$ cat src/rtl/alu_pkg.sv
// Shared ALU op codes, legality check and sequencer state encoding for alu_share_ctrl.
package alu_pkg;

   localparam logic [3:0] ALU_AND = 4'd0;
   localparam logic [3:0] ALU_OR  = 4'd1;
   localparam logic [3:0] ALU_ADD = 4'd2;
   localparam logic [3:0] ALU_SUB = 4'd6;
   localparam logic [3:0] ALU_SLT = 4'd7;
   localparam logic [3:0] ALU_NOR = 4'd12;

   typedef enum logic [1:0] {
      IDLE = 2'd0,
      EXEC = 2'd1,
      RESP = 2'd2
   } state_e;

   function automatic logic alu_ctrl_legal(input logic [3:0] ctrl);
      logic legal;
      legal = 1'b0;
      case (ctrl)
         ALU_AND, ALU_OR, ALU_ADD, ALU_SUB, ALU_SLT, ALU_NOR: legal = 1'b1;
         default: legal = 1'b0;
      endcase
      return legal;
   endfunction

endpackage

$ cat src/rtl/rr_arb2.sv
// Two-way round-robin arbiter; purely combinational, zero latency.
// On contention the requester that did not win last time is granted.
module rr_arb2 (
   input  logic [1:0] req_valid,
   input  logic       last_grant,
   output logic [1:0] grant,
   output logic       grant_id
);

   always_comb begin
      grant_id = 1'b0;
      grant    = 2'b00;
      case (req_valid)
         2'b01:   grant_id = 1'b0;
         2'b10:   grant_id = 1'b1;
         2'b11:   grant_id = ~last_grant;
         default: grant_id = 1'b0;
      endcase
      if (req_valid != 2'b00) begin
         grant = grant_id ? 2'b10 : 2'b01;
      end
   end

endmodule

$ cat src/rtl/alu_share_ctrl.sv
// Shares one combinational ALU between two requesters; accept -> response in 2 cycles, 3 cycles/op.
// Backpressure: response held stable and all req_ready low until rsp_ready is seen in RESP.
module alu_share_ctrl
   import alu_pkg::*;
#(
   parameter int W = 8
) (
   input  logic         clk,
   input  logic         rst,
   input  logic [1:0]   req_valid,
   output logic [1:0]   req_ready,
   input  logic [W-1:0] req0_a,
   input  logic [W-1:0] req0_b,
   input  logic [3:0]   req0_ctrl,
   input  logic [W-1:0] req1_a,
   input  logic [W-1:0] req1_b,
   input  logic [3:0]   req1_ctrl,
   output logic         rsp_valid,
   input  logic         rsp_ready,
   output logic         rsp_id,
   output logic [W-1:0] rsp_o,
   output logic         rsp_cout,
   output logic         rsp_zero,
   output logic         rsp_err,
   output logic [W-1:0] alu_a,
   output logic [W-1:0] alu_b,
   output logic [3:0]   alu_ctrl,
   input  logic [W-1:0] alu_o,
   input  logic         cout,
   input  logic         zero,
   output logic         busy
);

   state_e       state_q, state_d;
   logic         last_grant_q, last_grant_d;
   logic         id_q, id_d;
   logic         err_q, err_d;
   logic [W-1:0] a_q, a_d;
   logic [W-1:0] b_q, b_d;
   logic [3:0]   ctrl_q, ctrl_d;
   logic         rsp_id_q, rsp_id_d;
   logic [W-1:0] rsp_o_q, rsp_o_d;
   logic         rsp_cout_q, rsp_cout_d;
   logic         rsp_zero_q, rsp_zero_d;
   logic         rsp_err_q, rsp_err_d;

   logic [1:0]   grant;
   logic         grant_id;
   logic         accept;
   logic         sel_legal;
   logic [W-1:0] sel_a;
   logic [W-1:0] sel_b;
   logic [3:0]   sel_ctrl;

   rr_arb2 u_arb (
      .req_valid  (req_valid),
      .last_grant (last_grant_q),
      .grant      (grant),
      .grant_id   (grant_id)
   );

   assign req_ready = (state_q == IDLE && !rst) ? grant : 2'b00;
   assign accept    = |(req_valid & req_ready);
   assign sel_a     = grant_id ? req1_a    : req0_a;
   assign sel_b     = grant_id ? req1_b    : req0_b;
   assign sel_ctrl  = grant_id ? req1_ctrl : req0_ctrl;
   assign sel_legal = alu_ctrl_legal(sel_ctrl);

   // Illegal ops latch zeros, so the ALU inputs are clean registers in every state.
   assign alu_a     = a_q;
   assign alu_b     = b_q;
   assign alu_ctrl  = ctrl_q;

   assign rsp_valid = (state_q == RESP);
   assign busy      = (state_q != IDLE);
   assign rsp_id    = rsp_id_q;
   assign rsp_o     = rsp_o_q;
   assign rsp_cout  = rsp_cout_q;
   assign rsp_zero  = rsp_zero_q;
   assign rsp_err   = rsp_err_q;

   always_comb begin
      state_d      = state_q;
      last_grant_d = last_grant_q;
      id_d         = id_q;
      err_d        = err_q;
      a_d          = a_q;
      b_d          = b_q;
      ctrl_d       = ctrl_q;
      rsp_id_d     = rsp_id_q;
      rsp_o_d      = rsp_o_q;
      rsp_cout_d   = rsp_cout_q;
      rsp_zero_d   = rsp_zero_q;
      rsp_err_d    = rsp_err_q;
      case (state_q)
         IDLE: begin
            if (accept) begin
               id_d         = grant_id;
               last_grant_d = grant_id;
               err_d        = ~sel_legal;
               a_d          = sel_legal ? sel_a    : '0;
               b_d          = sel_legal ? sel_b    : '0;
               ctrl_d       = sel_legal ? sel_ctrl : 4'd0;
               state_d      = EXEC;
            end
         end
         EXEC: begin
            rsp_id_d   = id_q;
            rsp_o_d    = err_q ? '0   : alu_o;
            rsp_cout_d = err_q ? 1'b0 : cout;
            rsp_zero_d = err_q ? 1'b0 : zero;
            rsp_err_d  = err_q;
            state_d    = RESP;
         end
         RESP: begin
            if (rsp_ready) begin
               state_d = IDLE;
            end
         end
         default: state_d = IDLE;
      endcase
   end

   always_ff @(posedge clk or posedge rst) begin
      if (rst) begin
         state_q      <= IDLE;
         last_grant_q <= 1'b1;
         id_q         <= 1'b0;
         err_q        <= 1'b0;
         a_q          <= '0;
         b_q          <= '0;
         ctrl_q       <= 4'd0;
         rsp_id_q     <= 1'b0;
         rsp_o_q      <= '0;
         rsp_cout_q   <= 1'b0;
         rsp_zero_q   <= 1'b0;
         rsp_err_q    <= 1'b0;
      end else begin
         state_q      <= state_d;
         last_grant_q <= last_grant_d;
         id_q         <= id_d;
         err_q        <= err_d;
         a_q          <= a_d;
         b_q          <= b_d;
         ctrl_q       <= ctrl_d;
         rsp_id_q     <= rsp_id_d;
         rsp_o_q      <= rsp_o_d;
         rsp_cout_q   <= rsp_cout_d;
         rsp_zero_q   <= rsp_zero_d;
         rsp_err_q    <= rsp_err_d;
      end
   end

endmodule

$ cat config.mk
export PLATFORM = sky130hd
export DESIGN_NAME = alu_share_ctrl
export DESIGN_NICKNAME = d
export VERILOG_FILES = /design/src/rtl/alu_pkg.sv /design/src/rtl/rr_arb2.sv /design/src/rtl/alu_share_ctrl.sv
export SDC_FILE = /design/constraint.sdc
export NUM_CORES = 1
export LEC_CHECK = 0
export BUFFER_PORTS_ARGS = -buffer_cell sky130_fd_sc_hd__buf_2
export CORE_ASPECT_RATIO = 2
export CORE_UTILIZATION = 30
export CTS_BUF_LIST = sky130_fd_sc_hd__clkbuf_4 sky130_fd_sc_hd__clkbuf_8
export DETAILED_ROUTE_END_ITERATION = 6
export GPL_ROUTABILITY_DRIVEN = 0
export REMOVE_ABC_BUFFERS = 1
export SYNTH_ARGS = -nofsm -noshare
export SYNTH_HDL_FRONTEND = slang
export SYNTH_SLANG_ARGS = --single-unit
$ cat constraint.sdc
create_clock -name clk -period 4 [get_ports clk]
set_input_delay 0.8 -clock clk [delete_from_list [all_inputs] [get_ports clk]]
set_output_delay 0.8 -clock clk [all_outputs]
set_load 0.02 [all_outputs]
-- Yosys cells after proc, flatten, opt, wreduce, memory -nomap -nowiden
Cells that the tools add are included.
W data, S select, Z words.
- eq/ne operators: 11
- mux-type cells: 17
- reductions and logical operators: 10
- bitwise gates (word level): 3
- operators by type and width (operator ; count):
    $mux W8 ; 5
    $mux W2 ; 5
    $eq A4 B3 Y1 const B ; 2
    $mux W4 ; 2
    $eq A2 B2 Y1 const B ; 3
    $pmux W2 S3 ; 1
    $reduce_or A6 Y1 ; 1
    $eq A4 B1 Y1 const B ; 1
    $eq A4 B2 Y1 const B ; 1
    $eq A4 B4 Y1 const B ; 1
    $logic_not A4 Y1 ; 1
    $reduce_and A2 Y1 ; 2
    $reduce_bool A2 Y1 ; 2
    $mux W1 ; 3
    $and A2 B2 Y2 ; 1
    $eq A2 B1 Y1 const B ; 1
    $logic_not A2 Y1 ; 1
    $ne A2 B1 Y1 const B ; 1
    $ne A2 B2 Y1 const B ; 1
    $not A1 Y1 ; 2
    $pmux W1 S2 ; 1
    $reduce_or A2 Y1 ; 1
    $logic_and A1 B1 Y1 ; 1
    $logic_not A1 Y1 ; 1
- word-level logic and storage cells: 53
- register bits: 37
- output and inout port bits: 36

-- Depth between registers and ports, before layout
Gate-level depths: netlist of run 1.
- depth after elaboration: 9
- mapped depth: 6

-- Cells and area by module
From an unflattened synthesis of run 1, not the netlist that was laid out.
- cells, all modules: 172
- area, all modules: 1833.0 µm²
- modules (own cells, without submodules) (module ; cells each ; times used ; area each (µm²)):
    alu_share_ctrl ; 168 ; 1 ; 1806.7
    rr_arb2 ; 4 ; 1 ; 26.3

-- Worst setup path after synthesis of run 1
OpenSTA, ideal clock, no wires.
- path kind: input to output
- from: input port req_valid[1]
- to: output port req_ready[1]
- cell stages on the path: 4
- path buffers: 2
- arrival time: 1.518 ns
- data required time: 3.200 ns
- setup slack: 1.682 ns
- cells stage by stage: a21boi_2 buf_6 buf_4 and2_1
- word-level cells in the longest chain between the ends: 5
- elaborated cells on any way between the ends: 7
- classes of those cells: eq/ne (2); mux (4); reduce/logical (1)
- RTL lines (item ; line ; source):
    start, declared ; alu_share_ctrl.sv:10 ; input logic [1:0] req_valid,
    $eq A2 B2 Y1 ; rr_arb2.sv:13 ; case (req_valid)
    $pmux W1 S2 ; rr_arb2.sv:13 ;
    $mux W2 ; rr_arb2.sv:20 ; grant = grant_id ? 2'b10 : 2'b01;
    $mux W2 * ; rr_arb2.sv:19 ; if (req_valid != 2'b00) begin
    $mux W2 * ; alu_share_ctrl.sv:62 ; assign req_ready = (state_q == IDLE && !rst) ? grant : 2'b00;
    end, declared ; alu_share_ctrl.sv:11 ; output logic [1:0] req_ready,
Mark *: on every way between the ends. The rest lies on a longest branch, timed or not.

-- Worst setup path in the final report of run 1
Same ends and word-level chain as after synthesis.

==> flow_summary.json, run 1 <==
{
  "cts_setup_buffers": 0,
  "grt_max_degree": 38,
  "clk_pin_slew_ns": 0.07,
  "p_comb_share_pct": 42.0,
  "min_period_over_period_pct": 69.7,
  "worstSetupPathType": "primary input to output port",
  "chipWidth_um": 58.6,
  "die_area_um2": 6740,
  "fin_setup_tns_ns": 0,
  "drt_iter0_drc": 51,
  "cts_tree": "done",
  "grt_use_total_pct": 13.9,
  "synth-seq-cells": 37,
  "cts_buffers": 5,
  "start_util_pct": 31.4,
  "slew_headroom_pct": 42.9,
  "synthToLayoutAreaGrowth_pct": 33.8,
  "end_kind": "output port",
  "maxCapViolCount": 0,
  "crit_path_end": "req_ready[1]",
  "cp.required_ns": 3.20,
  "core-area_um2": 6110,
  "async_flop_share_pct": 100,
  "crit_path_top_delay_cell": "buf_4",
  "synth_area_um2": 1920,
  "synth_edf_count": 0,
  "yosysTopAreaCellShare_pct": 46.9,
  "critical_path.most_common_cell": "buf_2",
  "rrSetupSlack_ns": 1.89,
  "r2r-end": "alu_a[7]",
  "rsz0062_at_grt": "false",
  "htreeDepth": 2,
  "hp-class": "register to register",
  "drtAntennaViolNets": 0,
  "setup_viol": 0,
  "avgSynthCellArea_um2": 11.1,
  "nNetsFinal": 318,
  "syn_inst": 173,
  "synthFlopType": "dfrtp_1",
  "fin_worst_skew_ns": 0.00457,
  "clock_power_share_pct": 20.3,
  "cts_hold_buffers": 0,
  "cp-start-kind": "primary input",
  "routed_wl_mm": 4.43,
  "synth_most_common_cell": "dfrtp_1",
  "swShare_pct": 38.6,
  "clock_sinks": 37,
  "dr_total_vias": 1611,
  "grt_pass1_vias": 1564,
  "synth-seq-area-share_pct": 48.3,
  "internal_power_uw": 1020,
  "clock_latency_ns": 0.28,
  "drc_errors": 0,
  "grt_pass1_wl_mm": 7.07,
  "antenna_found_initial": 0,
  "cts.root.buffer_cell": "clkbuf_8",
  "p_leak_uw": 0.00137,
  "placementRows": 40,
  "layout_setup_ws_ns": 1.21,
  "synth_top_area_cell": "dfrtp_1",
  "synth_area_leaders": "dfrtp_1, mux2_2, mux2i_1",
  "vias_per_cell": 4.63,
  "drt_pass1_iterations": 3,
  "r2r_start": "state_q[1]",
  "synth_common_cells": "dfrtp_1, a21oi_1, mux2i_1, mux2_2, o21ai_0",
  "synth_cell_types": 29,
  "design.portCount": 91,
  "antenna_cells": 0,
  "yosysWarnings": 0,
  "ctsResizeCount": 0,
  "cp_cell_sequence": "buf_2 > a21boi_4 > buf_4 > and2_1 > buf_2",
  "p_switching_uw": 638,
  "tightest_slew_ns": 0.853,
  "clk_path_buf_depth": 2,
  "worstPathArrival_ns": 1.99,
  "port-buffer-count": 90,
  "finalHoldViolations": 0,
  "cpPeakStageDelay_ns": 0.36,
  "seq_power_share_pct": 37.7,
  "pre_cts_slack_ns": 1.19,
  "crit_fanout": 19,
  "pwr_density_cell_nw_per_um2": 644,
  "startpoint": "req_valid[1]",
  "dieHeight_um": 115,
  "routedWlPerCell_um": 12.7,
  "hpwlAfterDp_mm": 3.26,
  "grt_remaining_overflow": 0,
  "fmax_mhz": 359,
  "drive_above_1_share_pct": 48.5,
  "finalMaxSlewViolations": 0,
  "period_needed_ns": 2.79,
  "peakVddDrop_mv": 0.262,
  "status": "complete, no violations",
  "rr_worst_depth": 5
}
[kinds of logic after synthesis]
group	after synthesis	share of synthesized area (%)
flops	37	48.3
xor+xnor	2	0.913
compound gates	42	14.1
simple gates	37	10.6
buf+inv	16	4.50
mux	39	21.6
[worst min-delay path by stage]
stage,slack [ns],startpoint,cells past startpoint,end
after floorplan,0.45,id_q,1,id_q
after global placement,0.45,id_q,1,id_q
after detailed placement,0.46,rsp_o[2],2,rsp_o[2]
after CTS,0.48,rsp_o[2],2,rsp_o[2]
after global routing,0.51,id_q,1,id_q
final,0.48,rsp_o[2],2,rsp_o[2]
[through the flow]
stage | total power (uW) | util, % | cell area [um^2] | hold WS, ns | std cells
after floorplan | 1080 | - | 1860 | 0.446 | 163
after global placement | 1330 | 40.1 | 2450 | 0.455 | 340
after detailed placement | 1340 | 40.1 | 2450 | 0.465 | 340
after CTS | 1690 | 42.1 | 2570 | 0.483 | 348
after global routing | 1770 | 42.1 | 2570 | 0.507 | 348
final | 1650 | 42.1 | 2570 | 0.476 | 348
[per-layer routing]
metal | up-vias | GRT usage [%] | share of wire, %
li1 | 779 | - | -
met1 | 767 | 14.0 | 37
met2 | 58 | 26.8 | 57
met3 | 7 | 2.70 | 5.2
met4 | 0 | 5.24 | 1.5
met5 | - | 0 | 0
[state kept, by name (all words and copies together), names as in the netlist]
| register | flops |
|---|---|
| alu_a | 8 |
| rsp_o | 8 |
| alu_b | 8 |
| id_q | 1 |
| state_q | 2 |
| rsp_id | 1 |
| rsp_zero | 1 |
| last_grant_q | 1 |
| err_q | 1 |
| rsp_err | 1 |
| alu_ctrl | 4 |
| rsp_cout | 1 |
[power by group through the flow]
stage | registers (uW) | logic [uW] | clock network [uW]
floorplan | 791 | 292 | 0
global placement | 630 | 695 | 0
detailed placement | 632 | 708 | 0
CTS | 627 | 707 | 352
global route | 641 | 760 | 369
finish | 624 | 695 | 335
[cell type report]
class	count	area (um^2)
Clock inverter	2	37.5
Sequential cell	37	927
Timing Repair Buffer	93	473
Inverter	6	22.5
Fill cell	659	3540
Multi-Input combinational cell	120	921
Clock buffer	6	82.6
Tap cell	84	105
[cells in the final DEF, fill, tap and decap left out, drive strengths merged, types with 2 or more instances in the layout]
cell type and instances:
o21ai 15, nor2 4, nand2b 12, mux2 19, nor3 3, a22o 2
buf 93, clkbuf 6, inv 6, nand2 13, nand3b 2, mux2i 20
a21oi 20, dfrtp 36, xor2 2
[worst max-delay path: cells and delay by family]
kind            cells  cell delay [ns]
simple gates        1             0.19
compound gates      1             0.35
buf+inv             3             0.65
No activity file was read; power rests on OpenSTA's default activity.
==> run 2: changes to the inputs <==
--- a/config.mk
+++ b/config.mk
@@ -5,6 +5,7 @@
 export SDC_FILE = /design/constraint.sdc
 export NUM_CORES = 1
 export LEC_CHECK = 0
+export ABC_AREA = 1
 export BUFFER_PORTS_ARGS = -buffer_cell sky130_fd_sc_hd__buf_2
 export CORE_ASPECT_RATIO = 2
 export CORE_UTILIZATION = 30
==> constraint.sdc (replaced) <==
create_clock -name clk -period 2.5 [get_ports clk]
set_input_delay 0.5 -clock clk [delete_from_list [all_inputs] [get_ports clk]]
set_output_delay 0.5 -clock clk [all_outputs]
set_load 0.02 [all_outputs]
==> flow_summary.json, run 2 <==
{
  "p_leak_uw": 0.00155,
  "hp-class": "primary input to async pin",
  "synth-seq-area-share_pct": 44.3,
  "hpwlAfterDp_mm": 3.94,
  "syn_inst": 266,
  "cts_buffers": 5,
  "async_flop_share_pct": 100,
  "fin_worst_skew_ns": 0.00373,
  "synth_most_common_cell": "nand2_1",
  "fin_setup_tns_ns": 0,
  "synth_cell_types": 21,
  "synth_top_area_cell": "dfrtp_1",
  "antenna_cells": 0,
  "synth-seq-cells": 37,
  "grt_remaining_overflow": 0,
  "routedWlPerCell_um": 11.7,
  "maxCapViolCount": 0,
  "final_cell_mix": "nand2_1, buf_2, dfrtp_1, inv_1, nand3_1",
  "finalMaxSlewViolations": 0,
  "min_period_over_period_pct": 90.5,
  "core-area_um2": 6670,
  "grt_pass1_vias": 1809,
  "clock_sinks": 37,
  "yosysWarnings": 0,
  "peakVddDrop_mv": 0.342,
  "worstSetupPathType": "register to output port",
  "p_total_uw": 3070,
  "cts_setup_buffers": 0,
  "utilization_pct": 40.1,
  "clk_path_buf_depth": 2,
  "vias_per_cell": 4.44,
  "port-buffer-count": 90,
  "status": "complete, no violations",
  "placementRows": 42,
  "synth_area_leaders": "dfrtp_1, nand2_1, a21oi_2",
  "tightest_slew_ns": 0.703,
  "antenna_found_initial": 0,
  "clock_latency_ns": 0.28,
  "finalHoldViolations": 0,
  "fillers": 730,
  "dr_total_vias": 1957,
  "drtAntennaViolNets": 0,
  "synth_common_cells": "nand2_1, dfrtp_1, inv_1, nand3_1, a21oi_2",
  "routed_wl_mm": 5.17,
  "drt_iter0_drc": 81,
  "fmax_mhz": 442,
  "clk_pin_slew_ns": 0.07,
  "cp.required_ns": 2.00,
  "drc_errors": 0,
  "synthFlopType": "dfrtp_1",
  "pwr_density_cell_nw_per_um2": 1150,
  "synthToLayoutAreaGrowth_pct": 27.8,
  "end_kind": "output port",
  "final_common_cell": "nand2_1",
  "setup_viol": 0,
  "period_needed_ns": 2.26,
  "worstPathArrival_ns": 1.76,
  "slew_headroom_pct": 52.9,
  "grt_max_degree": 39,
  "yosysTopAreaCellShare_pct": 43.0,
  "crit_fanout": 23,
  "start_util_pct": 31.4,
  "htreeDepth": 2,
  "drt_pass1_iterations": 6,
  "cts_tree": "done",
  "rsz0062_at_grt": "false",
  "grt_use_total_pct": 15.0,
  "cp-start-kind": "register",
  "die_area_um2": 7340,
  "grt_pass1_wl_mm": 8.21,
  "ctsResizeCount": 0,
  "dieHeight_um": 120,
  "cts_hold_buffers": 0,
  "synth_area_um2": 2090,
  "nNetsFinal": 407,
  "design.portCount": 91,
  "cts.root.buffer_cell": "clkbuf_8",
  "synth_edf_count": 0,
  "drive_above_1_share_pct": 38.2,
  "chipWidth_um": 61.1,
  "avgSynthCellArea_um2": 7.87
}
run 2: cell count changes after synthesis, sizes merged, moves of 12 or more:
cell,delta
nand2,+102
inv,+26
nand3,+24
mux2i,-20
mux2,-19
nand2b,-12
run 2: per-stage QoR:
step	instance area [um^2]	setup slack, ns	hold slack [ns]	instances
after floorplan	1980	-0.00116	0.451	250
after global routing	2680	0.137	0.162	441
final	2680	0.238	0.147	441
after global placement	2590	0.301	0.457	433
after detailed placement	2590	0.245	0.463	433
after CTS	2680	0.210	0.153	441
run 2: final timing paths:
kind | startpoint | end | slack, ns | depth (start not counted)
max in group asynchronous | rst | rsp_o[2] | 1.71 | 3
hold reg to reg | alu_ctrl[1] | alu_ctrl[1] | 0.48 | 2
setup reg to reg | last_grant_q | alu_a[6] | 0.35 | 9
setup / recovery | last_grant_q | req_ready[0] | 0.24 | 5
min in group clk | rsp_ready | state_q[1] | 0.42 | 2
hold / removal | rst | rsp_id | 0.15 | 2
run 2: worst max-delay path, stage by stage (launching register included):
cell	delay, ns
dfstp_2	0.56
inv_1	0.06
nand2_2	0.36
nand3_1	0.20
inv_1	0.12
buf_2	0.17
run 2: power by group:
group | internal [uW] | switching [uW] | total (uW)
clock network | 204 | 206 | 410
registers | 889 | 146 | 1030
logic | 571 | 1050 | 1630
total | 1660 | 1410 | 3070
run 2: layer usage:
layer  vias up  part of all wire (%)  track usage (%)
met5         -                     0                0
met3         7                   4.5             2.37
met2        57                    54             27.6
met4         0                   1.9             6.82
li1       1001                     -                -
met1       892                    39             15.3
run 2: kinds of logic after synthesis:
family / count (synthesis) / synth area share, %
AND/OR/NAND/NOR: 146 / 29.7
buffers and inverters: 48 / 11.2
flip-flops: 37 / 44.3
AO/OA/AOI/OAI: 35 / 14.8
run 2: cell type report:
type	instances	area [um^2]	area share, %
Multi-Input combinational cell	181	932	34.8
Clock inverter	2	10.0	0.374
Inverter	32	120	4.49
Sequential cell	37	927	34.6
Clock buffer	6	76.3	2.85
Tap cell	88	110	4.11
Timing Repair Buffer	95	500	18.7
==> run 3: changes to the inputs <==
--- a/config.mk
+++ b/config.mk
@@ -12,6 +12,7 @@
 export CTS_BUF_LIST = sky130_fd_sc_hd__clkbuf_4 sky130_fd_sc_hd__clkbuf_8
 export DETAILED_ROUTE_END_ITERATION = 6
 export GPL_ROUTABILITY_DRIVEN = 0
+export RECOVER_POWER = 25
 export REMOVE_ABC_BUFFERS = 1
 export SYNTH_ARGS = -nofsm -noshare
 export SYNTH_HDL_FRONTEND = slang
==> flow_summary.json, run 3 (same netlist as run 2, synthesis figures left out) <==
{
  "vias_per_cell": 4.45,
  "hold-worst-slack_ns": 0.132,
  "internal_power_uw": 1660,
  "worstSetupPathType": "register to output port",
  "tightest_slew_ns": 1.46,
  "drtAntennaViolNets": 0,
  "drt_iter0_drc": 81,
  "finalMaxSlewViolations": 0,
  "fmax_mhz": 440,
  "cp_cell_sequence": "inv_1 > nand2_2 > nand3_1 > inv_1 > buf_2",
  "rrSetupSlack_ns": 0.35,
  "cts_buffers": 5,
  "drive_above_1_share_pct": 37.7,
  "worstPathArrival_ns": 1.77,
  "crit_fanout": 23,
  "end_kind": "output port",
  "swShare_pct": 45.8,
  "cts_tree": "done",
  "cp-start-kind": "register",
  "routed_wl_mm": 5.19,
  "utilization_pct": 40.0,
  "cts_hold_buffers": 0,
  "dieHeight_um": 120,
  "drt_pass1_iterations": 6,
  "critical_path.most_common_cell": "inv_1",
  "period_needed_ns": 2.27,
  "placementRows": 42,
  "chipWidth_um": 61.1,
  "clock_latency_ns": 0.28,
  "antenna_cells": 0,
  "status": "complete, no violations",
  "maxCapViolCount": 0,
  "final_cell_mix": "nand2_1, buf_2, dfrtp_1, inv_1, nand3_1",
  "slew_headroom_pct": 2.72,
  "clock_power_share_pct": 13.3,
  "clk_pin_slew_ns": 0.07,
  "cpPeakStageDelay_ns": 0.56,
  "rsz0062_at_grt": "false",
  "antenna_found_initial": 0,
  "die_area_um2": 7340,
  "synthToLayoutAreaGrowth_pct": 27.5,
  "htreeDepth": 2,
  "start_util_pct": 31.4,
  "setup_viol": 0,
  "port-buffer-count": 90,
  "grt_pass1_wl_mm": 8.21,
  "clock_sinks": 37,
  "grt_remaining_overflow": 0,
  "finalHoldViolations": 0,
  "ctsResizeCount": 0,
  "drc_errors": 0,
  "dr_total_vias": 1963,
  "hpwlAfterDp_mm": 3.94,
  "nNetsFinal": 407,
  "grt_pass1_vias": 1809,
  "final_common_cell": "nand2_1",
  "design.portCount": 91,
  "hp-class": "primary input to async pin",
  "core-area_um2": 6670,
  "min_period_over_period_pct": 90.9,
  "cp.required_ns": 2.00,
  "p_comb_share_pct": 53.0,
  "crit_path_top_delay_cell": "dfstp_2",
  "seq_power_share_pct": 33.8,
  "pwr_density_cell_nw_per_um2": 1150,
  "fin_worst_skew_ns": 0.00234,
  "cts_setup_buffers": 0,
  "grt_use_total_pct": 15.0,
  "p_leak_uw": 0.00154,
  "cts.root.buffer_cell": "clkbuf_8",
  "clk_path_buf_depth": 2,
  "p_switching_uw": 1410,
  "grt_max_degree": 39,
  "routedWlPerCell_um": 11.8,
  "peakVddDrop_mv": 0.341
}
## run 3: changes by cell type in the layout (fill, tap and decap cells not counted), sizes merged
cell / previous run / this run
buf: 95 / 93
clkbuf: 6 / 8
## run 3: worst paths after layout
| kind | to | start | cells past startpoint |
|---|---|---|---|
| worst min-delay path | rsp_id | rst | 2 |
| min in group clk | state_q[1] | rsp_ready | 2 |
| worst max-delay path | req_ready[0] | last_grant_q | 5 |
| worst min register to register | alu_ctrl[1] | alu_ctrl[1] | 2 |
| worst max register to register | alu_a[6] | last_grant_q | 9 |
| max in group asynchronous | rsp_o[2] | rst | 3 |
## run 3: per-layer routing
| metal | routed length (um) | track usage, % | vias to the layer above |
|---|---|---|---|
| li1 | - | - | 999 |
| met3 | 236 | 2.37 | 7 |
| met4 | 104 | 6.82 | 0 |
| met1 | 2040 | 15.3 | 898 |
| met2 | 2820 | 27.6 | 59 |
| met5 | 0 | 0 | - |
## run 3: per-stage QoR
step / setup TNS (ns) / cell area (um^2) / setup WS (ns) / total power (uW) / instances
final: 0 / 2670 / 0.228 / 3070 / 441
after global routing: 0 / 2670 / 0.137 / 3330 / 441
after CTS: 0 / 2680 / 0.210 / 3120 / 441
after detailed placement: 0 / 2590 / 0.245 / 2700 / 433
after global placement: 0 / 2590 / 0.301 / 2670 / 433
after floorplan: -0.00231 / 1980 / -0.00116 / 2150 / 250
## run 3: worst max-delay path, delay by kind of cell, from the launching register on
family                 cells  cell delay [ns]
AND/OR/NAND/NOR            2             0.57
flip-flops                 1             0.56
buffers and inverters      3             0.35
## run 3: power groups by stage
stage               logic [uW]  clock network [uW]  registers [uW]
floorplan                  800                   0            1350
global placement          1630                   0            1040
detailed placement        1650                   0            1050
CTS                       1650                 427            1040
global route              1810                 448            1080
finish                    1620                 407            1040
## run 3: final cells by class
cell class,instances,area [um^2]
Clock buffer,6,76.3
Clock inverter,2,10.0
Fill cell,733,4000
Inverter,32,120
Multi-Input combinational cell,181,932
Sequential cell,37,927
Tap cell,88,110
Timing Repair Buffer,95,495
